**src/rtl/alu_unit.sv**
```systemverilog
// rtl/alu_unit.sv - single-cycle RV32I integer ALU with registered broadcast outputs
module alu_unit #(
  parameter int ROB_IDX_W = 4,
  parameter int OP_W      = 6
) (
  input  logic                 clk_in,
  input  logic                 rst_in,
  input  logic                 rdy_in,
  input  logic                 clr_in,
  input  logic                 rs_to_alu_ready,
  input  logic [OP_W-1:0]      rs_to_alu_op,
  input  logic [31:0]          rs_to_alu_rs1,
  input  logic [31:0]          rs_to_alu_rs2,
  input  logic [31:0]          rs_to_alu_imm,
  input  logic [31:0]          rs_to_alu_PC,
  input  logic [ROB_IDX_W-1:0] rs_to_alu_rob_index,
  output logic                 alu_ready,
  output logic [31:0]          alu_result,
  output logic [ROB_IDX_W-1:0] alu_rob_index,
  output logic                 alu_jump,
  output logic [31:0]          alu_target_PC
);

  // Op encodings shared with the reservation station; 0 and unused codes are unrecognised.
  localparam logic [OP_W-1:0] OP_LUI   = OP_W'(1);
  localparam logic [OP_W-1:0] OP_AUIPC = OP_W'(2);
  localparam logic [OP_W-1:0] OP_JAL   = OP_W'(3);
  localparam logic [OP_W-1:0] OP_JALR  = OP_W'(4);
  localparam logic [OP_W-1:0] OP_BEQ   = OP_W'(5);
  localparam logic [OP_W-1:0] OP_BNE   = OP_W'(6);
  localparam logic [OP_W-1:0] OP_BLT   = OP_W'(7);
  localparam logic [OP_W-1:0] OP_BGE   = OP_W'(8);
  localparam logic [OP_W-1:0] OP_BLTU  = OP_W'(9);
  localparam logic [OP_W-1:0] OP_BGEU  = OP_W'(10);
  localparam logic [OP_W-1:0] OP_ADDI  = OP_W'(11);
  localparam logic [OP_W-1:0] OP_SLTI  = OP_W'(12);
  localparam logic [OP_W-1:0] OP_SLTIU = OP_W'(13);
  localparam logic [OP_W-1:0] OP_XORI  = OP_W'(14);
  localparam logic [OP_W-1:0] OP_ORI   = OP_W'(15);
  localparam logic [OP_W-1:0] OP_ANDI  = OP_W'(16);
  localparam logic [OP_W-1:0] OP_SLLI  = OP_W'(17);
  localparam logic [OP_W-1:0] OP_SRLI  = OP_W'(18);
  localparam logic [OP_W-1:0] OP_SRAI  = OP_W'(19);
  localparam logic [OP_W-1:0] OP_ADD   = OP_W'(20);
  localparam logic [OP_W-1:0] OP_SUB   = OP_W'(21);
  localparam logic [OP_W-1:0] OP_SLL   = OP_W'(22);
  localparam logic [OP_W-1:0] OP_SLT   = OP_W'(23);
  localparam logic [OP_W-1:0] OP_SLTU  = OP_W'(24);
  localparam logic [OP_W-1:0] OP_XOR   = OP_W'(25);
  localparam logic [OP_W-1:0] OP_SRL   = OP_W'(26);
  localparam logic [OP_W-1:0] OP_SRA   = OP_W'(27);
  localparam logic [OP_W-1:0] OP_OR    = OP_W'(28);
  localparam logic [OP_W-1:0] OP_AND   = OP_W'(29);

  logic [31:0] a, b, i;
  logic [31:0] pc_plus4, br_target;
  logic [31:0] nxt_result, nxt_target;
  logic        nxt_jump, taken;

  assign a         = rs_to_alu_rs1;
  assign b         = rs_to_alu_rs2;
  assign i         = rs_to_alu_imm;
  assign pc_plus4  = rs_to_alu_PC + 32'd4;
  assign br_target = rs_to_alu_PC + rs_to_alu_imm;

  // Decode the op into next result, taken flag and target PC.
  always_comb begin
    nxt_result = 32'd0;
    nxt_jump   = 1'b0;
    nxt_target = pc_plus4;
    taken      = 1'b0;
    case (rs_to_alu_op)
      OP_LUI:   nxt_result = i;
      OP_AUIPC: nxt_result = br_target;
      OP_JAL: begin
        nxt_result = pc_plus4;
        nxt_jump   = 1'b1;
        nxt_target = br_target;
      end
      OP_JALR: begin
        nxt_result = pc_plus4;
        nxt_jump   = 1'b1;
        nxt_target = (a + i) & ~32'd1;
      end
      OP_BEQ, OP_BNE, OP_BLT, OP_BGE, OP_BLTU, OP_BGEU: begin
        case (rs_to_alu_op)
          OP_BEQ:  taken = (a == b);
          OP_BNE:  taken = (a != b);
          OP_BLT:  taken = ($signed(a) < $signed(b));
          OP_BGE:  taken = ($signed(a) >= $signed(b));
          OP_BLTU: taken = (a < b);
          default: taken = (a >= b);
        endcase
        nxt_jump   = taken;
        nxt_target = taken ? br_target : pc_plus4;
      end
      OP_ADDI:  nxt_result = a + i;
      OP_SLTI:  nxt_result = {31'd0, $signed(a) < $signed(i)};
      OP_SLTIU: nxt_result = {31'd0, a < i};
      OP_XORI:  nxt_result = a ^ i;
      OP_ORI:   nxt_result = a | i;
      OP_ANDI:  nxt_result = a & i;
      OP_SLLI:  nxt_result = a << i[4:0];
      OP_SRLI:  nxt_result = a >> i[4:0];
      OP_SRAI:  nxt_result = $signed(a) >>> i[4:0];
      OP_ADD:   nxt_result = a + b;
      OP_SUB:   nxt_result = a - b;
      OP_SLL:   nxt_result = a << b[4:0];
      OP_SLT:   nxt_result = {31'd0, $signed(a) < $signed(b)};
      OP_SLTU:  nxt_result = {31'd0, a < b};
      OP_XOR:   nxt_result = a ^ b;
      OP_SRL:   nxt_result = a >> b[4:0];
      OP_SRA:   nxt_result = $signed(a) >>> b[4:0];
      OP_OR:    nxt_result = a | b;
      OP_AND:   nxt_result = a & b;
      default:  nxt_result = 32'd0;
    endcase
  end

  // Broadcast register: flush wins over a new op; idle cycles only drop the valid pulse.
  always_ff @(posedge clk_in or posedge rst_in) begin
    if (rst_in) begin
      alu_ready     <= 1'b0;
      alu_result    <= 32'd0;
      alu_rob_index <= '0;
      alu_jump      <= 1'b0;
      alu_target_PC <= 32'd0;
    end else if (rdy_in) begin
      if (clr_in) begin
        alu_ready <= 1'b0;
        alu_jump  <= 1'b0;
      end else if (rs_to_alu_ready) begin
        alu_ready     <= 1'b1;
        alu_result    <= nxt_result;
        alu_rob_index <= rs_to_alu_rob_index;
        alu_jump      <= nxt_jump;
        alu_target_PC <= nxt_target;
      end else begin
        alu_ready <= 1'b0;
      end
    end
  end

endmodule
```
**config.mk**
```make
export PLATFORM = sky130hd
export DESIGN_NAME = alu_unit
export DESIGN_NICKNAME = d
export VERILOG_FILES = /design/src/rtl/alu_unit.sv
export SDC_FILE = /design/constraint.sdc
export NUM_CORES = 1
export LEC_CHECK = 0
export BUFFER_PORTS_ARGS = -buffer_cell sky130_fd_sc_hd__buf_2
export CORE_MARGIN = 2
export CORE_UTILIZATION = 50
export CTS_CLUSTER_SIZE = 14
export DETAILED_ROUTE_END_ITERATION = 7
export PLACE_DENSITY = 0.72
export SETUP_SLACK_MARGIN = 0.3
export SLEW_MARGIN = 20
export SYNTH_ARGS = -nofsm -noshare
export SYNTH_HDL_FRONTEND = slang
export SYNTH_SLANG_ARGS = --single-unit
export TNS_END_PERCENT = 20
```
**constraint.sdc**
```tcl
create_clock -name clk_in -period 2.05 [get_ports clk_in]
set_input_delay 0.41 -clock clk_in [delete_from_list [all_inputs] [get_ports clk_in]]
set_output_delay 0.41 -clock clk_in [all_outputs]
set_load 0.05 [all_outputs]
```
==> results of run 1 <==
## logic make-up after synthesis
kind of cell / Yosys count
xor+xnor: 131
simple gates: 881
fa+ha+maj: 163
compound gates: 1049
flops: 70
mux: 213
buf+inv: 383
## through the flow
step / utilization, % / hold slack (ns) / worst slack [ns] / std cells / setup TNS [ns]
floorplan: - / 0.506 / -1.00 / 2890 / -61.93
global placement: 74.5 / 0.455 / -1.75 / 4489 / -89.53
detailed placement: 74.5 / 0.457 / -1.81 / 4489 / -94.10
CTS: 81.4 / 0.165 / -0.988 / 4579 / -54.69
## timing repair
| item | in CTS |
|---|---|
| endpoints found under the setup margin | 65 |
| resized for setup | 399 |
| setup buffers | 73 |
| gates cloned | 2 |
| pin swaps | 113 |
## metal layers
layer	GRT overflow	global-route usage, %
met5	6	40.1
met4	233	77.8
met3	9	60.8
met2	453	92.1
met1	14	73.7
==> results.ini, run 1 <==
[clock_network]
htree_levels = 3
cts.sinks = 70
ctsLongestPathBuffers = 2
hold_buffers = 0
numCtsBuffers = 9
cts_root_buffer = clkbuf_16

[grt]
grt_pass1_wl_um = 239000
grt.total_usage_pct = 75.7
grt_max_degree = 40
grt_pass1_vias = 37200
overflow = 715

[outcome]
error = [ERROR GRT-0116] Global routing finished with congestion. Check the congestion regions in the DRC Viewer.
failed_stage = global routing (5_1_grt)
status = did not finish

[synth]
synth_edf_count = 0
synthAdderAreaFrac_pct = 10.1
synthCells = 2890
ys_types = 116
synth_compound_area_share_pct = 34.8
synth_xor_area_share_pct = 5.61
yosys-mux-area-fraction_pct = 12.4
ys_ff_latch = 70
synth_async_sr_flop_share_pct = 100
yosysSeqAreaShare_pct = 8.57
synth_top_family_by_area = compound AO/OA/AOI/OAI gates
yosysWarnings = 0
yosysMostFrequentCell = nand2_1
yosys-top-cells-area = ha_1 (9.7%), dfrtp_1 (8.6%), mux2i_1 (7.6%)
synth_fp_nets = 3195
synthSimpleGateAreaFrac_pct = 20.4
synth_top_area_share_pct = 9.67
synthFlopType = dfrtp_1
syn_avg_cell_area_um2 = 7.07
netlist_area_um2 = 20400
ys_top_cells_by_count = nand2_1 (297), a21oi_1 (267), nor2_1 (219)
synth_area_leader_cell = ha_1

[placement]
dpl-instance-area_um2 = 30200
dpl.hpwl_um = 99900
port_buffers = 212
gp_congestion = 1.49

[die]
row_count = 74
dieHeight_um = 206
pin_count = 213
start_util_pct = 50.4
die_width_um = 206

==> run 2: changes to the inputs <==
--- a/config.mk
+++ b/config.mk
@@ -7,11 +7,9 @@
 export LEC_CHECK = 0
 export BUFFER_PORTS_ARGS = -buffer_cell sky130_fd_sc_hd__buf_2
 export CORE_MARGIN = 2
-export CORE_UTILIZATION = 50
-export CTS_CLUSTER_SIZE = 14
+export CORE_UTILIZATION = 35
 export DETAILED_ROUTE_END_ITERATION = 7
-export PLACE_DENSITY = 0.72
-export SETUP_SLACK_MARGIN = 0.3
+export PLACE_DENSITY_LB_ADDON = 0.15
 export SLEW_MARGIN = 20
 export SYNTH_ARGS = -nofsm -noshare
 export SYNTH_HDL_FRONTEND = slang
==> constraint.sdc (replaced) <==
create_clock -name clk_in -period 2.7 [get_ports clk_in]
set_input_delay 0.54 -clock clk_in [delete_from_list [all_inputs] [get_ports clk_in]]
set_output_delay 0.54 -clock clk_in [all_outputs]
set_load 0.05 [all_outputs]
==> run 2 against run 1 <==
Against the previous run: the flow now finishes, with violations (negative setup slack); synthesized cell count unchanged; synthesized area unchanged.
==> results.ini, run 2 <==
[synth]
yosys-top-cells-area = ha_1 (9.7%), dfrtp_1 (8.6%), mux2i_1 (7.6%)
synth_fp_nets = 3195
syn_avg_cell_area_um2 = 7.07
synth_area_leader_cell = ha_1
ys_types = 116
ys_ff_latch = 70
synthCells = 2890
synth_top_area_share_pct = 9.67
synth_async_sr_flop_share_pct = 100
synthFlopType = dfrtp_1
netlist_area_um2 = 20400
yosysSeqAreaShare_pct = 8.57
yosysMostFrequentCell = nand2_1
ys_top_cells_by_count = nand2_1 (297), a21oi_1 (267), nor2_1 (219)
yosysWarnings = 0
synth_edf_count = 0

[power]
power_frac_comb_pct = 76.4
power_frac_seq_pct = 12.3
worst_ir_drop_vdd_mv = 0.342
p_leak_nw = 16.1
p_total_mw = 11.1
switching_share_pct = 50.9
p_int_mw = 5.43
p_per_area_nw_per_um2 = 313
clock_power_share_pct = 11.3
switchingPower_mw = 5.64

[drt]
totalWireLength_um = 158000
routedWlPerCell_um = 31.9
drc = 0
first_pass_iters = 8
drtIter0Drc = 3703
antenna_left = 0
routed_via_density = 6.45
vias = 32000

[grt]
overflow = 0
grt_pass1_wl_um = 218000
grt_pass1_vias = 31500
antenna_found_initial = 10
grt_max_degree = 45
grt.total_usage_pct = 50.5

[critical_path]
reg2reg_depth = 7
timing.rr.end = alu_result[16]
critPathKind = in -> reg
reg2reg_from = alu_result[16]
critPathMaxFanout = 8
path_cells = buf_8 -> buf_6 -> nor4b_4 -> nand3_2 -> a21o_4 -> buf_12 -> a222oi_1 -> o211ai_1 -> or3_4 -> a221oi_2 -> nand3_1 -> a2111oi_2 -> a21oi_1
rrSetupSlack_ns = -0.02
cp_slowest_cell = a222oi_1
max_stage_delay_ns = 0.56
start_kind = input pin
critPathCaptureType = register
startpoint = rs_to_alu_op[5]
critPathCapture = alu_result[16]
arrival_ns = 3.67
required_ns = 2.95

[timing]
setup_violations = 65
rsz0062_at_grt = yes
holdWs_ns = 0.267
max_slew_margin_pct = 7.10
fin_skew_ns = 0
clock.fmax_mhz = 292
finalWorstSetupSlack_ns = -0.722
hold_viol = 0
fin_crit_sh_pct = 127
tightest_slew_ns = 1.38
min_period_ns = 3.42
drv_slew = 0

[outcome]
status = finished with violations
violations = negative setup slack

[clock_network]
cts.sinks = 70
hold_buffers = 0
clk_latency_ns = 0.36
numCtsBuffers = 9
ctsLongestPathBuffers = 2
cts_root_buffer = clkbuf_16
cts.clk_slew.worst_paths_ns = 0.07
htree_levels = 3
cts_tree = yes

[die]
die_width_um = 246
dieHeight_um = 246
start_util_pct = 35.4
core_um2 = 57700
pin_count = 213
row_count = 88
die_area_um2 = 60300

[layout]
drive_gt1_share_pct = 48.4
area_growth_syn_to_layout_pct = 72.9
layout_commonest_cell = buf_4
reg_top3 = alu_result x32, alu_target_PC x32, alu_rob_index x4
nets = 4488
stdcell_area_um2 = 35300
final_cell_mix = buf_4 (1193), nand2_1 (281), a21oi_1 (221), nor2_1 (202), buf_2 (178)

[placement]
dpl-instance-area_um2 = 31500
dpl.hpwl_um = 127000
port_buffers = 212
gp_congestion = 1.19

[worst_hold_path]
timing.hold.worst.class = in -> async

[run]
maxCapViolCount = 0

[run 2: through the flow]
stage	setup TNS, ns	util (%)	setup slack, ns	std cells
6_report	-28.98	61.2	-0.722	4958
5_1_grt	-34.90	61.2	-0.672	4954
4_1_cts	-25.82	59.0	-0.512	4931
3_5_place_dp	-68.53	54.5	-1.45	4851
3_3_place_gp	-65.54	54.5	-1.52	4851
2_1_floorplan	-19.79	-	-0.486	2890
[run 2: worst max-delay path: cells and delay by family]
kind	cells	cell delay (ns)
AOI/OAI and AO/OA	6	1.67
and+or+nand+nor	4	1.07
buffers and inverters	3	0.38
[run 2: cells by family (layout without fill, tap and decap cells)]
group / count (synthesis) / after routing / share of synthesized area (%)
other: 0 / 5 / 0
adders and majority gates: 163 / 163 / 10.1
AOI/OAI and AO/OA: 1049 / 1049 / 34.8
buffers and inverters: 383 / 1680 / 8.06
muxes: 213 / 213 / 12.4
DFF: 70 / 70 / 8.57
xor gates and xnor gates: 131 / 131 / 5.61
and+or+nand+nor: 881 / 882 / 20.4
[run 2: power by group through the flow]
stage / clock (mW) / sequential (mW) / combinational [mW]
floorplan: 0 / 1.94 / 2.88
global placement: 0 / 1.37 / 7.21
detailed placement: 0 / 1.37 / 7.28
CTS: 1.23 / 1.36 / 7.81
global route: 1.28 / 1.37 / 8.69
finish: 1.25 / 1.37 / 8.45
[run 2: per-layer routing]
layer,vias to the layer above,track usage (%),part of all wire [%]
met5,-,0,0.11
li1,13500,-,-
met3,852,16.3,11
met4,12,47.5,12
met1,15300,55.2,35
met2,2338,77.1,42
[run 2: cell type report]
| class | instances | area (um2) |
|---|---|---|
| Fill cell | 5103 | 22400 |
| Multi-Input combinational cell | 2438 | 19700 |
| Timing Repair Buffer | 1519 | 12000 |
| Sequential cell | 70 | 1750 |
| Tap cell | 765 | 957 |
| Inverter | 145 | 608 |
| Clock buffer | 12 | 246 |
| Clock inverter | 4 | 22.5 |
| Antenna cell | 5 | 12.5 |
[run 2: how the worst min path moves through the flow]
| stage | endpoint | slack, ns | depth (start not counted) |
|---|---|---|---|
| 2_1_floorplan | alu_ready | 0.64 | 1 |
| 3_3_place_gp | alu_rob_index[0] | 0.45 | 2 |
| 3_5_place_dp | alu_rob_index[1] | 0.46 | 2 |
| 4_1_cts | alu_target_PC[3] | 0.29 | 2 |
| 5_1_grt | alu_target_PC[5] | 0.33 | 2 |
| 6_report | alu_target_PC[3] | 0.27 | 2 |
[run 2: timing repair]
| action | in CTS | in global routing |
|---|---|---|
| gates cloned | 6 | 1 |
| resized for setup | 375 | 232 |
| pin swaps | 111 | 82 |
| endpoints found under the setup margin | 65 | 65 |
| buffers inserted | 62 | 24 |
(Power assumes the default switching activity.)
